`config.mk`:
```
export PLATFORM = sky130hd
export DESIGN_NAME = led_pattern_scheduler
export DESIGN_NICKNAME = d
export VERILOG_FILES = /design/src/rtl/led_pkg.sv /design/src/rtl/led_breath_pwm.sv /design/src/rtl/led_pattern_scheduler.sv
export SDC_FILE = /design/constraint.sdc
export NUM_CORES = 1
export LEC_CHECK = 0
export CORE_MARGIN = 5
export CORE_UTILIZATION = 46
export CTS_BUF_LIST = sky130_fd_sc_hd__clkbuf_4 sky130_fd_sc_hd__clkbuf_8
export DETAILED_ROUTE_END_ITERATION = 10
export PLACE_DENSITY_LB_ADDON = 0.25
export SETUP_SLACK_MARGIN = 0.4
export SYNTH_ARGS = -nofsm -noshare
export SYNTH_HDL_FRONTEND = slang
export SYNTH_SLANG_ARGS = --single-unit
```
`constraint.sdc`:
```
create_clock -name clk -period 3.6 [get_ports clk]
set_clock_uncertainty 0.15 [all_clocks]
set_input_delay 0.36 -clock clk [delete_from_list [all_inputs] [get_ports clk]]
set_output_delay 0.36 -clock clk [all_outputs]
set_load 0.005 [all_outputs]
```
`src/rtl/led_pkg.sv`:
```
// Shared mode encodings, widths and default timing for the status-LED scheduler.
// Latency: n/a (declarations only).
// Backpressure: n/a.
package led_pkg;

    localparam int MODE_W = 3;
    localparam int CNT_W  = 25;

    typedef enum logic [MODE_W-1:0] {
        MODE_OFF        = 3'd0,
        MODE_STEADY     = 3'd1,
        MODE_BREATH     = 3'd2,
        MODE_BLINK_SLOW = 3'd3,
        MODE_BLINK_FAST = 3'd4
    } mode_t;

    localparam logic [7:0] DEF_LOW_TH    = 8'd20;
    localparam logic [7:0] DEF_CRIT_TH   = 8'd5;
    localparam logic [7:0] DEF_HYST      = 8'd5;
    localparam int         DEF_MIN_HOLD  = 200;
    localparam int         DEF_SLOW_HALF = 50;
    localparam int         DEF_FAST_HALF = 10;
    localparam int         DEF_PWM_STEPS = 16;

    // Flag release level; 9 bits so threshold + hysteresis never wraps.
    function automatic logic [8:0] clear_level(input logic [7:0] th, input logic [7:0] hyst);
        return {1'b0, th} + {1'b0, hyst};
    endfunction

endpackage

```
`src/rtl/led_breath_pwm.sv`:
```
// Breathing engine: PWM counter with a triangle-stepped duty (0..STEPS-1..0), one period per step.
// Latency: pwm_out is the combinational level for the coming edge, so the parent can register it in step with the counters.
// Backpressure: none; advances every cycle while enable is high, restart forces duty 0 / direction up. Debug ports under LED_DEBUG_EN.
module led_breath_pwm
    import led_pkg::*;
#(
    parameter  int PWM_STEPS = DEF_PWM_STEPS,
    localparam int PW        = $clog2(PWM_STEPS)
) (
    input  logic          clk,
    input  logic          rst_n,
    input  logic          restart,
    input  logic          enable,
    output logic          pwm_out
`ifdef LED_DEBUG_EN
    ,
    output logic [PW-1:0] duty,
    output logic [PW-1:0] pwm_cnt
`endif
);

    localparam logic [PW-1:0] TOP = PW'(PWM_STEPS - 1);
    localparam logic [PW-1:0] ONE = PW'(1);

    logic [PW-1:0] cnt_q, cnt_n;
    logic [PW-1:0] duty_q, duty_n;
    logic          dir_dn_q, dir_dn_n;

    always_comb begin
        cnt_n    = cnt_q;
        duty_n   = duty_q;
        dir_dn_n = dir_dn_q;
        if (restart) begin
            cnt_n    = '0;
            duty_n   = '0;
            dir_dn_n = 1'b0;
        end else if (enable) begin
            if (cnt_q == TOP) begin
                cnt_n = '0;
                // Direction flips as the endpoint is entered, so each endpoint lasts one period.
                if (dir_dn_q) begin
                    duty_n = duty_q - ONE;
                    if (duty_q == ONE) dir_dn_n = 1'b0;
                end else begin
                    duty_n = duty_q + ONE;
                    if (duty_q == TOP - ONE) dir_dn_n = 1'b1;
                end
            end else begin
                cnt_n = cnt_q + ONE;
            end
        end
    end

    assign pwm_out = (cnt_n < duty_n);

    always_ff @(posedge clk or negedge rst_n) begin
        if (!rst_n) begin
            cnt_q    <= '0;
            duty_q   <= '0;
            dir_dn_q <= 1'b0;
        end else begin
            cnt_q    <= cnt_n;
            duty_q   <= duty_n;
            dir_dn_q <= dir_dn_n;
        end
    end

`ifdef LED_DEBUG_EN
    assign duty    = duty_q;
    assign pwm_cnt = cnt_q;
`endif

endmodule

```
`src/rtl/led_pattern_scheduler.sv`:
```
// Status-LED owner: battery flags with hysteresis, fixed-priority arbitration with minimum dwell, blink/breath generation.
// Latency: mode, led and mode_change all update on the edge where the grant condition holds; battery flags add one cycle.
// Backpressure: none; level inputs sampled every 100 Hz tick. LED_DEBUG_EN adds dwell_cnt/phase_cnt outputs.
module led_pattern_scheduler
    import led_pkg::*;
#(
    parameter logic [7:0] LOW_TH    = DEF_LOW_TH,
    parameter logic [7:0] CRIT_TH   = DEF_CRIT_TH,
    parameter logic [7:0] HYST      = DEF_HYST,
    parameter int         MIN_HOLD  = DEF_MIN_HOLD,
    parameter int         SLOW_HALF = DEF_SLOW_HALF,
    parameter int         FAST_HALF = DEF_FAST_HALF,
    parameter int         PWM_STEPS = DEF_PWM_STEPS
) (
    input  logic              clk,
    input  logic              rst_n,
    input  logic [7:0]        battery,
    input  logic              charging,
    input  logic              fan_state,
    input  logic              fault,
    output logic              led,
    output logic [MODE_W-1:0] mode,
    output logic              mode_change
`ifdef LED_DEBUG_EN
    ,
    output logic [CNT_W-1:0]  dwell_cnt,
    output logic [CNT_W-1:0]  phase_cnt
`endif
);

    localparam int         MAX_HALF = (SLOW_HALF > FAST_HALF) ? SLOW_HALF : FAST_HALF;
    localparam int         BW       = $clog2(2 * MAX_HALF);
    localparam int         PW       = $clog2(PWM_STEPS);
    localparam logic [8:0] LOW_CLR  = clear_level(LOW_TH, HYST);
    localparam logic [8:0] CRIT_CLR = clear_level(CRIT_TH, HYST);
    localparam logic [BW-1:0]    B_ONE = BW'(1);
    localparam logic [CNT_W-1:0] D_ONE = CNT_W'(1);

    mode_t             mode_q, req, mode_n;
    logic              low_q, crit_q;
    logic              armed_q;
    logic [CNT_W-1:0]  dwell_q;
    logic [BW-1:0]     blink_q, blink_n;
    logic              grant, brth_pwm, led_n;

    function automatic logic [BW-1:0] half_of(input mode_t m);
        return (m == MODE_BLINK_FAST) ? BW'(FAST_HALF) : BW'(SLOW_HALF);
    endfunction

    always_comb begin
        if (fault || (crit_q && !charging)) req = MODE_BLINK_FAST;
        else if (charging)                  req = MODE_BREATH;
        else if (low_q)                     req = MODE_BLINK_SLOW;
        else if (fan_state)                 req = MODE_STEADY;
        else                                req = MODE_OFF;
    end

    // The post-reset OFF was never granted, so it carries no dwell obligation.
    assign grant  = (req != mode_q) &&
                    ((req == MODE_BLINK_FAST) || !armed_q || (dwell_q >= CNT_W'(MIN_HOLD - 1)));
    assign mode_n = grant ? req : mode_q;

    always_comb begin
        blink_n = '0;
        if (!grant && (mode_q == MODE_BLINK_SLOW || mode_q == MODE_BLINK_FAST))
            blink_n = (blink_q == (half_of(mode_q) << 1) - B_ONE) ? '0 : blink_q + B_ONE;
    end

    always_comb begin
        case (mode_n)
            MODE_STEADY:                      led_n = 1'b1;
            MODE_BREATH:                      led_n = brth_pwm;
            MODE_BLINK_SLOW, MODE_BLINK_FAST: led_n = (blink_n < half_of(mode_n));
            default:                          led_n = 1'b0;
        endcase
    end

`ifdef LED_DEBUG_EN
    logic [PW-1:0] brth_duty, brth_cnt;
`endif

    led_breath_pwm #(.PWM_STEPS(PWM_STEPS)) u_breath (
        .clk     (clk),
        .rst_n   (rst_n),
        .restart (grant),
        .enable  (mode_q == MODE_BREATH),
        .pwm_out (brth_pwm)
`ifdef LED_DEBUG_EN
        ,
        .duty    (brth_duty),
        .pwm_cnt (brth_cnt)
`endif
    );

    always_ff @(posedge clk or negedge rst_n) begin
        if (!rst_n) begin
            low_q       <= 1'b0;
            crit_q      <= 1'b0;
            mode_q      <= MODE_OFF;
            armed_q     <= 1'b0;
            dwell_q     <= '0;
            blink_q     <= '0;
            mode_change <= 1'b0;
            led         <= 1'b0;
        end else begin
            if (battery <= CRIT_TH)                crit_q <= 1'b1;
            else if ({1'b0, battery} >= CRIT_CLR)  crit_q <= 1'b0;
            if (battery <= LOW_TH)                 low_q  <= 1'b1;
            else if ({1'b0, battery} >= LOW_CLR)   low_q  <= 1'b0;

            if (grant) begin
                mode_q  <= req;
                armed_q <= 1'b1;
                dwell_q <= '0;
            end else if (dwell_q != '1) begin
                dwell_q <= dwell_q + D_ONE;
            end
            mode_change <= grant;
            blink_q     <= blink_n;
            led         <= led_n;
        end
    end

    assign mode = mode_q;

`ifdef LED_DEBUG_EN
    assign dwell_cnt = dwell_q;
    always_comb begin
        case (mode_q)
            MODE_BREATH:                      phase_cnt = CNT_W'({brth_duty, brth_cnt});
            MODE_BLINK_SLOW, MODE_BLINK_FAST: phase_cnt = CNT_W'(blink_q);
            default:                          phase_cnt = '0;
        endcase
    end
`endif

endmodule

```
==> Yosys cells after proc, flatten, opt, wreduce, memory -nomap -nowiden <==
Index checks and enable logic that the tools add are counted.
{ "totals": {"input_bits": 13, "wordCells": 84, "ff_bits": 49} }
{ "classes": {"reduce_logical": 17, "n_eq_ne": 14, "n_mux": 29, "magnitude_cmp": 7, "addsub": 6} }
{ "ops": {"columns": ["operator", "n"], "rows": [
  ["$mux 25", 2],
  ["$mux 4", 7],
  ["$add 25x1->25 const B", 1],
  ["$ge 25x8->1 const B", 1],
  ["$ne 25x25->1 const B", 1],
  ["$mux 7", 2],
  ["$eq 3x2->1 const B", 4],
  ["$mux 6", 2],
  ["$mux 1", 11],
  ["$reduce_bool 2->1", 5],
  ["$eq 3x3->1 const B", 3],
  ["$add 4x1->4 const B", 2],
  ["$eq 4x4->1 const B", 2],
  ["$ge 8x4->1 const B", 1],
  ["$ge 8x5->1 const B", 1],
  ["$le 8x3->1 const B", 1],
  ["$le 8x5->1 const B", 1],
  ["$add 7x1->7 const B", 1],
  ["$eq 7x7->1", 1],
  ["$lt 7x6->1", 1],
  ["$sub 7x1->7 const B", 1],
  ["$mux 3", 2],
  ["$eq 4x1->1 const B", 1],
  ["$logic_or 1x1->1", 4],
  ["other kinds (10)", 15]
]} }

==> Depth between registers and ports, before layout <==
Gate-level depths: netlist (run 1).
{ "depth": {"word_depth": 13, "mapped_depth": 15, "ltp_nobuf": 14} }

==> Cells and area by module <==
A second synthesis (run 1) with hierarchy kept.
{ "unflattened": {"hier_cells": 303, "hier_area_um2": 2852.7} }
{ "by_module_without_submodules": {"columns": ["module", "cells_per_inst", "area_each_um2", "instances", "seq_area_each_um2"], "rows": [
  ["led_pattern_scheduler", 239, 2215.9, 1, 1001.0],
  ["led_breath_pwm", 64, 636.9, 1, 225.2]
]} }

==> Least setup slack after synthesis (run 1) <==
No wires, ideal clock.
{ "synth_timing": {"kind": "reg-to-reg", "startpoint": "register dwell_q[15]", "endpoint": "register led", "setup_time_ps": 132, "setup_slack_ps": 440, "n_path_buf": 1, "arrival_ps": 2878, "period_less_slack_ps": 3160, "stages_incl_launch_ff": 15, "path_cell_list": "dfrtp_1 -> or3_1 -> o22ai_1 -> a2111oi_4 -> a21oi_4 -> clkbuf_1 -> nor2_1 -> nand2_1 -> nor2_1 -> ha_1 -> and3_1 -> o31ai_1 -> a211o_1 -> o211ai_1 -> o211ai_2"} }
{ "synth_via": {"elab_chain_cells": 8, "elab_cells_between_ends": 18, "cone_classes": "order compare: 3; eq/ne: 4; mux: 6; reduce/logical: 5"} }
{ "synth_lines": {"columns": ["element", "line", "rtl"], "rows": [
  ["start: declaration", "led_pattern_scheduler.sv:42", "logic [CNT_W-1:0] dwell_q;"],
  ["start signal: assignment", "led_pattern_scheduler.sv:116", "dwell_q <= dwell_q + D_ONE;"],
  ["$ge 25x8->1", "led_pattern_scheduler.sv:60", "((req == MODE_BLINK_FAST) || !armed_q || (dwell_q >= CNT_W'(MIN_HOLD - 1)));"],
  ["$logic_or 1x1->1", "led_pattern_scheduler.sv:60", null],
  ["$logic_and 1x1->1", "led_pattern_scheduler.sv:59", "assign grant = (req != mode_q) &&"],
  ["$logic_not 1->1", "led_pattern_scheduler.sv:65", "if (!grant && (mode_q == MODE_BLINK_SLOW || mode_q == MODE_BLINK_FAST))"],
  ["$logic_and 1x1->1", "led_pattern_scheduler.sv:65", null],
  ["$mux 7", "led_pattern_scheduler.sv:65", null],
  ["via blink_n[4]", "led_pattern_scheduler.sv:43", "logic [BW-1:0] blink_q, blink_n;"],
  ["$lt 7x6->1", "led_pattern_scheduler.sv:73", "MODE_BLINK_SLOW, MODE_BLINK_FAST: led_n = (blink_n < half_of(mode_n));"],
  ["$pmux 1 s3", "led_pattern_scheduler.sv:70", "case (mode_n)"],
  ["via led_n", "led_pattern_scheduler.sv:44", "logic grant, brth_pwm, led_n;"],
  ["end signal: assignment", "led_pattern_scheduler.sv:120", "led <= led_n;"],
  ["end: declaration", "led_pattern_scheduler.sv:21", "output logic led,"]
]} }
The timed path passes the listed nets, and every way through them passes these cells.
A chain may end at the register's enable or synchronous reset.

==> Worst setup path after layout (run 1) <==
{ "layout_timing": {"startpoint": "register dwell_q[10]", "endpoint": "register led"} }
Same word-level chain as after synthesis.

==> flow_summary_export.csv, run 1 <==
group,metric,value,unit
critical_path,crit_path_top_delay_cell,"a2111oi_4",
power,p_switching,344,uW
power,power,1.27,mW
route,first_pass_iters,4,
route,drcViolationCount,0,
placement,gp_congestion,0.823,
clock_network,cts_made_buffers,5,
global_routing,antenna_found_initial,0,
clock_network,ctsRootBufferMaster,"clkbuf_8",
critical_path,crit_path_end_kind,"flip-flop",
route,routed_wl,6070,um
clock_network,clk_path_buf_depth,2,
timing,period_share,0.854,
flow_run,maxCapViolations,0,
global_routing,grt_max_degree,50,
route,ant_nets,0,
final_layout,final_common_cell,"dfrtp_1",
timing,setup_tns,0,ns
synthesis,synth.area.top_cells,"dfrtp_1 (42%), ha_1 (5.6%), nor2_1 (4.9%)",
critical_path,r2r_cells,13,
power,p_per_area,381,mW/mm^2
synthesis,avgSynthCellArea,9.49,um^2
power,p_int,927,uW
timing,relSlewSlack,0.276,
critical_path,crit_start,"dwell_q[10]$_DFFE_PN0P_",
synthesis,seq_area_frac_synth,0.424,
route,routedWlPerCell,15.0,um
floorplanning,num_rows,29,
critical_path,path_common_cell,"nor2_2",
min_path,hp-class,"input pin to asynchronous set/reset pin",
floorplanning,dieArea,0.00798,mm^2
power,peakVddDrop,0.210,mV
route,drt_iter0_markers,82,
synthesis,synthFlopType,"dfrtp_1",
critical_path,crit_type,"flip-flop to flip-flop",
power,swShare,0.271,
route,via_per_inst,5.74,
global_routing,grt_pass1_vias,2370,
power,pwr-share-clk,0.320,
critical_path,rrSetupSlack,0.53,ns
power,p_leak,1.37,nW
final_layout,syn2layout_area_growth,15.1,%
floorplanning,fp.dieH,89.3,um
synthesis,yosys_warnings,0,
global_routing,grt_use_total,0.165,
synthesis,ys_ff_latch,49,
clock_network,htreeDepth,2,
critical_path,crit_chain,"nor4_4, nand4_1, a2111oi_4, a21oi_4, nor2_2, nand2_2, nor2_2, ha_1, and3_1, o31ai_1, a211o_1, o211ai_1, o211ai_2",
critical_path,timing.rr.end,"led$_DFF_PN0_",
critical_path,reg2reg_from,"dwell_q[10]$_DFFE_PN0P_",
clock_network,cts_sinks,49,
synthesis,synth_cells,305,
critical_path,critical_path_peak_fanout,4,
synthesis,yosys.area.top_type,"dfrtp_1",
placement,place_hpwl,4340,um
floorplanning,start_util,0.464,
timing,setup-violations-final,0,
floorplanning,io_pins,18,
timing,final.min_clock_period,3.07,ns
synthesis,synth_top_area_frac,0.424,
final_layout,most-common-layout-cells,"dfrtp_1 (47), nor2_1 (34), a21oi_1 (22)",
outcome,status,"completed",
synthesis,synth_edf_count,0,
global_routing,overflow,0,
final_layout,drive_gt1_frac,0.110,
critical_path,start_kind,"flip-flop",
floorplanning,die_x,89.3,um
synthesis,async_flop_share,1.00,
power,p_seq_frac,0.498,
clock_network,cts_tree,"built",
synthesis,synth_area,0.00290,mm^2
final_layout,nFillCells,590,
floorplanning,core-area,0.00624,mm^2
timing,rsz0062_at_grt,"false",
timing,worst_pin_slew,1.09,ns
final_layout,n_antenna_cell,0,
final_layout,nets,352,
timing,slew_violations,0,
critical_path,required,3.63,ns
timing,fmax,325,MHz
clock_network,cts.clk_slew.worst_paths,0.09,ns
critical_path,critPathCapture,"led$_DFF_PN0_",
timing,finalHoldViolations,0,
critical_path,arrival,3.10,ns
critical_path,slowest_delay,0.45,ns
route,routed-via-count,2320,
synthesis,yosysUniqueCellTypes,53,
placement,numPortBuffers,17,
power,combPwrFrac,0.182,
clock_network,clk_latency,0.29,ns
synthesis,synth_fp_nets,331,
global_routing,grt_pass1_wl,10500,um
[per-layer routing]
metal  up-vias  share of wire  track usage
li1       1144              -            -
met1      1133           0.48        0.213
met2        37           0.48        0.279
met3         6          0.028       0.0313
met4         0          0.012       0.0501
met5         -              0            0
[registers in the layout, indices dropped and copies added (netlist names)]
| name | cells |
|---|---|
| crit_q | 1 |
| u_breath.cnt_q | 4 |
| low_q | 1 |
| u_breath.duty_q | 4 |
| u_breath.dir_dn_q | 1 |
| armed_q | 1 |
| led | 1 |
| mode_change | 1 |
| blink_q | 7 |
| dwell_q | 25 |
| mode | 3 |
[logic make-up (layout without fill, tap and decap cells)]
| family | after synthesis | after routing | synth area share |
|---|---|---|---|
| adder cells (fa/ha/maj) | 13 | 13 | 0.0562 |
| buffers and inverters | 18 | 40 | 0.0264 |
| multiplexers | 8 | 8 | 0.0320 |
| AND/OR/NAND/NOR | 133 | 133 | 0.251 |
| XOR/XNOR | 25 | 25 | 0.0756 |
| AO/OA/AOI/OAI | 59 | 59 | 0.136 |
| flip-flops | 49 | 49 | 0.424 |
[timing repair]
item,4_1_cts,5_1_grt
endpoints found under the hold margin,0,0
hold buffers,0,0
gates resized for setup,1,11
endpoints found under the setup margin,1,1
setup buffers,1,0
pin swaps,1,2
[through the flow]
| stage | instance area [um^2] | hold slack [ns] | setup WS [ns] | util | instances |
|---|---|---|---|---|---|
| after floorplan | 2900 | -0.0856 | 0.440 | - | 305 |
| after global placement | 3150 | 0.294 | 0.300 | 0.505 | 395 |
| after detailed placement | 3150 | 0.297 | 0.144 | 0.505 | 395 |
| after CTS | 3280 | 0.151 | 0.404 | 0.526 | 404 |
| after global routing | 3330 | 0.208 | 0.372 | 0.534 | 404 |
| final | 3330 | 0.119 | 0.525 | 0.534 | 404 |
[how the worst min path moves through the flow]
stage,startpoint,endpoint,slack (ns),cells past startpoint
after CTS,rst_n,dwell_q[2]$_DFFE_PN0P_,0.15,1
after floorplan,rst_n,armed_q$_DFFE_PN0N_,-0.09,0
after global placement,armed_q$_DFFE_PN0N_,armed_q$_DFFE_PN0N_,0.29,1
after detailed placement,armed_q$_DFFE_PN0N_,armed_q$_DFFE_PN0N_,0.30,1
final,rst_n,dwell_q[17]$_DFFE_PN0P_,0.12,1
after global routing,rst_n,dwell_q[2]$_DFFE_PN0P_,0.21,1
[power by group through the flow]
stage,Clock [mW],Combinational [mW],Sequential (mW)
global placement,0,0.223,0.641
global route,0.444,0.257,0.639
floorplan,0,0.143,0.632
CTS,0.421,0.229,0.632
detailed placement,0,0.226,0.642
finish,0.407,0.231,0.633
[synthesized netlist by cell type, types with 2 or more instances]
master,count
o21ai_0,13
a21o_1,2
nor4_2,2
nor2_1,38
or2_1,5
nand4_1,10
and3_1,5
o21ai_1,2
inv_1,10
clkbuf_1,5
mux2_4,2
mux2_2,2
mux2i_1,4
a21oi_1,22
o211ai_1,4
nand3_1,9
dfrtp_1,49
nor4_1,5
and4_1,3
xnor2_1,13
nor4bb_1,2
nand2_1,18
xor2_1,12
or3_1,11
nor2b_1,5
o21a_1,2
ha_1,13
a311oi_1,2
nand3b_1,2
a31oi_1,2
nor3b_1,4
nor3_1,6
[worst max-delay path: cells and delay by family (launching register included)]
family	cells	cell delay [ns]
adder cells (fa/ha/maj)	1	0.16
AND/OR/NAND/NOR	6	1.13
flip-flops	1	0.44
AO/OA/AOI/OAI	6	1.06
[layout make-up]
| type | count | area, um^2 | share of cell area |
|---|---|---|---|
| well taps | 77 | 96.3 | 0.0289 |
| flip-flops and latches | 49 | 1230 | 0.369 |
| clock inverters | 1 | 30.0 | 0.00901 |
| repair buffers | 22 | 203 | 0.0608 |
| multi-input cells | 238 | 1650 | 0.494 |
| clock buffers | 7 | 90.1 | 0.0270 |
| inverters | 10 | 37.5 | 0.0113 |
Note: power is estimated with default switching activity, not from simulation.
==> inputs of run 2 (changes only) <==
Settings changed: CTS_CLUSTER_SIZE from default to 40, SLEW_MARGIN from default to 5.
==> results of run 2 <==
Final layout, timing and power as in run 1 (identical DEF).
==> RTL change 1: new RTL, settings of run 2 <==
Set the package constant `DEF_PWM_STEPS` to 32 (it was 16).
--- a/src/rtl/led_pkg.sv
+++ b/src/rtl/led_pkg.sv
@@ -20,7 +20,7 @@
     localparam int         DEF_MIN_HOLD  = 200;
     localparam int         DEF_SLOW_HALF = 50;
     localparam int         DEF_FAST_HALF = 10;
-    localparam int         DEF_PWM_STEPS = 16;
+    localparam int         DEF_PWM_STEPS = 32;
 
     // Flag release level; 9 bits so threshold + hysteresis never wraps.
     function automatic logic [8:0] clear_level(input logic [7:0] th, input logic [7:0] hyst);
Formal check against the unedited RTL: same outputs for any inputs over 10 cycles, from zero or initial values and one cycle with rst_n low; that may be too few to reach the edited logic, so the function may still have changed.
==> RTL change 1 against run 2 <==
Die area grew 2.6%. Routed wire length grew 1.0%. Total power shrank 1.0%. Sequential cell count grew 2. Worst setup slack lost 410 ps. Cell area grew 6.3%. Synthesized area grew 2.9%. Highest routed layer unchanged.
==> RTL change 1: results (changes against run 2) <==
* Number of global-route vias before repair: 2225 (was 2370)
- Most numerous cell types in the synthesized netlist: sky130_fd_sc_hd__dfrtp_1 (51), sky130_fd_sc_hd__nor2_1 (47), sky130_fd_sc_hd__nand2_1 (29) (was sky130_fd_sc_hd__dfrtp_1 (49), sky130_fd_sc_hd__nor2_1 (38), sky130_fd_sc_hd__a21oi_1 (22))
* Routability congestion estimate: 0.806 (was 0.823)
- The total iterations of the first detailed-routing run came to 4 (unchanged).
- The maximum fanout along the worst path came to 5 (was 4).
* Maximum ir drop on the vdd rail: 0.000191 V (was 0.000210 V)
* DP Area: 3330 µm² (was 3150 µm²)
- The minimum setup slack after placement is -41.9 ps (was 144 ps).
- First-pass GRT wire length: 10600 µm (was 10500 µm)
* Leakage component of the power: 1.55 nW (was 1.37 nW)
* Cells after DPL: 427 (was 395)
* Worst Reg2Reg Path Length in Cells: 11 (was 13)
- The worst-skew pair later-pin latency was 310 ps (was 290 ps).
- Area share of the largest cell type after synthesis: 42.8% (was 42.4%)
- The start of the worst register-to-register path was dwell_q[21]$_DFFE_PN0P_ (was dwell_q[10]$_DFFE_PN0P_).
- Average footprint of a synthesized cell: 9.11 µm² (was 9.49 µm²)
- Sequential element share of the synthesized area: 42.8% (was 42.4%)
* Pin count of the biggest net entering global routing: 31 (was 50)
* Arrival time worst endpoint: 3530 ps (was 3100 ps)
- Power density over the cells: 355 nW/µm² (was 381 nW/µm²)
- The count of distinct cell types in the synthesized netlist came to 40 (was 53).
- Transition time at the pin with the least slew margin: 667 ps (was 1090 ps)
- The switching power is 0.379 mW (was 0.344 mW).
* Fill count: 594 (was 590)
- The total nets after synthesis is 355 (was 331).
- Drt total wl: 6130 µm (was 6070 µm)
* Ratio of cells with drive above 1 in the final layout: 13.5% (was 11.0%)
- Setup WS post-layout: 112 ps (was 525 ps)
- The cell with the largest stage delay on the worst path is sky130_fd_sc_hd__or4_4 (was sky130_fd_sc_hd__a2111oi_4).
- The number of nets in the final layout is 391 (was 352).
- Share of total power in sequential cells: 51.6% (was 49.8%)
* Via-per-instance ratio: 5.37 (was 5.74)
- Vias post-DR: 2370 (was 2320)
* Iteration-0 DRC Markers: 97 (was 82)
- CTS Root Cell: sky130_fd_sc_hd__clkbuf_8 (unchanged)
- The most instantiated flip-flop cell in the synthesis netlist is sky130_fd_sc_hd__dfrtp_1 (unchanged).
- Maximum cell stage delay along the critical path: 530 ps (was 450 ps)
* Half-perimeter wire length of the detailed placement result: 4480 µm (was 4340 µm)
* Synth area leaders: sky130_fd_sc_hd__dfrtp_1 (43%), sky130_fd_sc_hd__ha_1 (6.3%), sky130_fd_sc_hd__nor2_1 (5.9%) (was sky130_fd_sc_hd__dfrtp_1 (42%), sky130_fd_sc_hd__ha_1 (5.6%), sky130_fd_sc_hd__nor2_1 (4.9%))
- Run status: finished clean (unchanged)
* HP Class: reg2reg (was in2async)
==> RTL change 1: layer usage <==
metal	GRT usage, %	vias to the layer above	part of all wire [%]
li1	-	1217	-
met1	21.1	1119	48
met2	25.1	28	47
met3	2.92	6	2.9
met4	4.09	0	1.1
met5	0	-	0
==> RTL change 1: cell families after synthesis <==
family	share of synthesized area (%)
compound gates	8.65
buf+inv	2.39
fa+ha+maj	6.30
mux	1.85
flops	42.8
simple gates	28.6
xor+xnor	9.41
==> RTL change 1: timing repair <==
item	4_1_cts	5_1_grt
pin swaps	3	11
hold buffers	1	0
gates resized for setup	3	11
endpoints found under the hold margin	26	0
setup endpoints to repair	1	1
setup buffers	2	3
==> RTL change 1: final cells by class <==
cell class	instances	area share [%]
repair buffers	37	9.18
multi-input cells	257	48.4
inverters	11	1.16
well taps	77	2.72
clock inverters	3	0.565
flip-flops and latches	51	36.0
clock buffers	5	1.94
==> RTL change 2: new RTL, flow settings as in run 2 <==
Without the edit above. Register the output `led` once more; this adds one clock of latency there. The other outputs are not delayed to match. Comments in the files are not updated.
--- a/src/rtl/led_pattern_scheduler.sv
+++ b/src/rtl/led_pattern_scheduler.sv
@@ -35,6 +35,8 @@
     localparam logic [8:0] CRIT_CLR = clear_level(CRIT_TH, HYST);
     localparam logic [BW-1:0]    B_ONE = BW'(1);
     localparam logic [CNT_W-1:0] D_ONE = CNT_W'(1);
+
+    logic led_s0;
 
     mode_t             mode_q, req, mode_n;
     logic              low_q, crit_q;
@@ -101,7 +103,7 @@
             dwell_q     <= '0;
             blink_q     <= '0;
             mode_change <= 1'b0;
-            led         <= 1'b0;
+            led_s0      <= 1'b0;
         end else begin
             if (battery <= CRIT_TH)                crit_q <= 1'b1;
             else if ({1'b0, battery} >= CRIT_CLR)  crit_q <= 1'b0;
@@ -117,7 +119,7 @@
             end
             mode_change <= grant;
             blink_q     <= blink_n;
-            led         <= led_n;
+            led_s0      <= led_n;
         end
     end
 
@@ -134,5 +136,9 @@
     end
 `endif
 
+    always_ff @(posedge clk) begin
+        led <= led_s0;
+    end
+
 endmodule
 
Behaviour: not the same (a bounded check fails within 4 cycles, from zero or initial values and one cycle with rst_n low).
==> RTL change 2 against run 2 <==
Cell area up 3.2%. Total power decreased by 1.1%. Synthesized area grew 0.69%. Critical endpoint is now led_s0$_DFF_PN0_. Critical path depth fell by 3. Routed wire length up 1.6%. Sequential share of layout area shrank 0.47 points. Worst setup slack improved by 19 ps. Sequential cell count increased by 1.
==> RTL change 2: results (changes against run 2) <==
- Sequential element share of the synthesized area: 42.7% (was 42.4%)
- First-pass GRT wire length: 10800 µm (was 10500 µm)
- Synth area leaders: sky130_fd_sc_hd__dfrtp_1 (42%), sky130_fd_sc_hd__ha_1 (5.6%), sky130_fd_sc_hd__nor2_1 (4.9%) (unchanged).
- The average wire per standard cell is 14.9 µm (was 15.0 µm).
* Async S/R FF share, synth: 98.0% (was 100%)
- Pre-antenna DRT Iters: 4 (unchanged)
- The final weighted congestion in routability-driven placement came to 0.783 (was 0.823).
- Ratio of cells with drive above 1 in the final layout: 15.2% (was 11.0%)
- The peak supply drop was 0.000245 V (was 0.000210 V).
- Most numerous cell types in the synthesized netlist: sky130_fd_sc_hd__dfrtp_1 (49), sky130_fd_sc_hd__nor2_1 (38), sky130_fd_sc_hd__a21oi_1 (22) (unchanged)
- The instance area at placement came to 3170 µm² (was 3150 µm²).
* Sw frac: 29.3% (was 27.1%)
- Global routing usage summed across all routing layers: 16.9% (was 16.5%)
- Iteration-0 DRC Markers: 129 (was 82)
- Arrival time worst endpoint: 3130 ps (was 3100 ps)
- Slew margin rel.: 27.8% (was 27.6%)
- At the later pin of the worst-skew pair, clock insertion delay measures 300 ps.
* Half-perimeter wire length of the detailed placement result: 4220 µm (was 4340 µm)
- Run status: finished clean (unchanged)
* Largest delay share family, worst path: compound AO/OA/AOI/OAI gates (was simple AND/OR/NAND/NOR gates)
- The cell with the largest stage delay on the worst path is sky130_fd_sc_hd__dfrtp_2 (was sky130_fd_sc_hd__a2111oi_4).
- The via count of the first global-routing pass came to 2347 (was 2370).
* Fill count: 563 (was 590)
* CP max FO: 36 (was 4)
- Number of distinct library cell variants in the gate-level netlist after synthesis: 54 (was 53)
* Maximum count of clock buffers along a single path: 2 (unchanged)
* Post-synth net total: 332 (was 331)
* # nets final: 361 (was 352)
## RTL change 2: path summary, 6_finish.rpt
| kind | from | endpoint | slack [ps] | cells after the start |
|---|---|---|---|---|
| max | dwell_q[15]$_DFFE_PN0P_ | led_s0$_DFF_PN0_ | 540 | 10 |
| min | rst_n | dwell_q[19]$_DFFE_PN0P_ | 100 | 1 |
| max reg2reg | dwell_q[15]$_DFFE_PN0P_ | led_s0$_DFF_PN0_ | 540 | 10 |
| min reg2reg | led_s0$_DFF_PN0_ | led$_DFF_P_ | 230 | 0 |
| max in group asynchronous | rst_n | dwell_q[15]$_DFFE_PN0P_ | 2460 | 1 |
| min in group clk | led_s0$_DFF_PN0_ | led$_DFF_P_ | 230 | 0 |
## RTL change 2: final cells by class
class	count	area (µm²)	share of cell area [%]
Multi-Input combinational cell	238	1680	48.9
Sequential cell	50	1250	36.4
Timing Repair Buffer	30	267	7.75
Clock buffer	7	96.3	2.80
Tap cell	77	96.3	2.80
Inverter	10	37.5	1.09
Clock inverter	1	8.76	0.255
## RTL change 2: per-layer routing
metal	vias up	track usage [%]	routed length, µm
met2	34	28.6	2960
met1	1135	22.2	2960
met5	-	0	0
li1	1160	-	-
met3	9	2.83	160
met4	0	4.87	84
## RTL change 2: logic make-up (layout without fill, tap and decap cells)
family	after synthesis	count (layout)	synth area share, %
AO/OA/AOI/OAI	59	59	13.5
flip-flops	50	50	42.7
multiplexers	8	8	3.18
AND/OR/NAND/NOR	133	133	24.9
XOR/XNOR	25	25	7.51
buffers and inverters	18	48	2.62
adder cells (fa/ha/maj)	13	13	5.58
## RTL change 2: timing repair
| item | CTS | global route |
|---|---|---|
| resized for setup | 1 | 20 |
| buffers inserted | 1 | 8 |
| pin swaps | 1 | 5 |
| setup endpoints to repair | 1 | 1 |
## RTL change 2: power groups by stage
stage	sequential, mW	clock, mW	combinational, mW
finish	0.647	0.366	0.243
global placement	0.655	0	0.222
floorplan	0.645	0	0.143
CTS	0.645	0.378	0.231
detailed placement	0.656	0	0.226
global route	0.655	0.398	0.276
## RTL change 2: per-stage QoR
stage          util (%)  worst slack (ps)  cells
2_1_floorplan         -               440    306
3_3_place_gp       50.9               309    396
3_5_place_dp       50.9               160    396
4_1_cts            52.7               403    405
5_1_grt            55.1               369    413
6_report           55.1               545    413
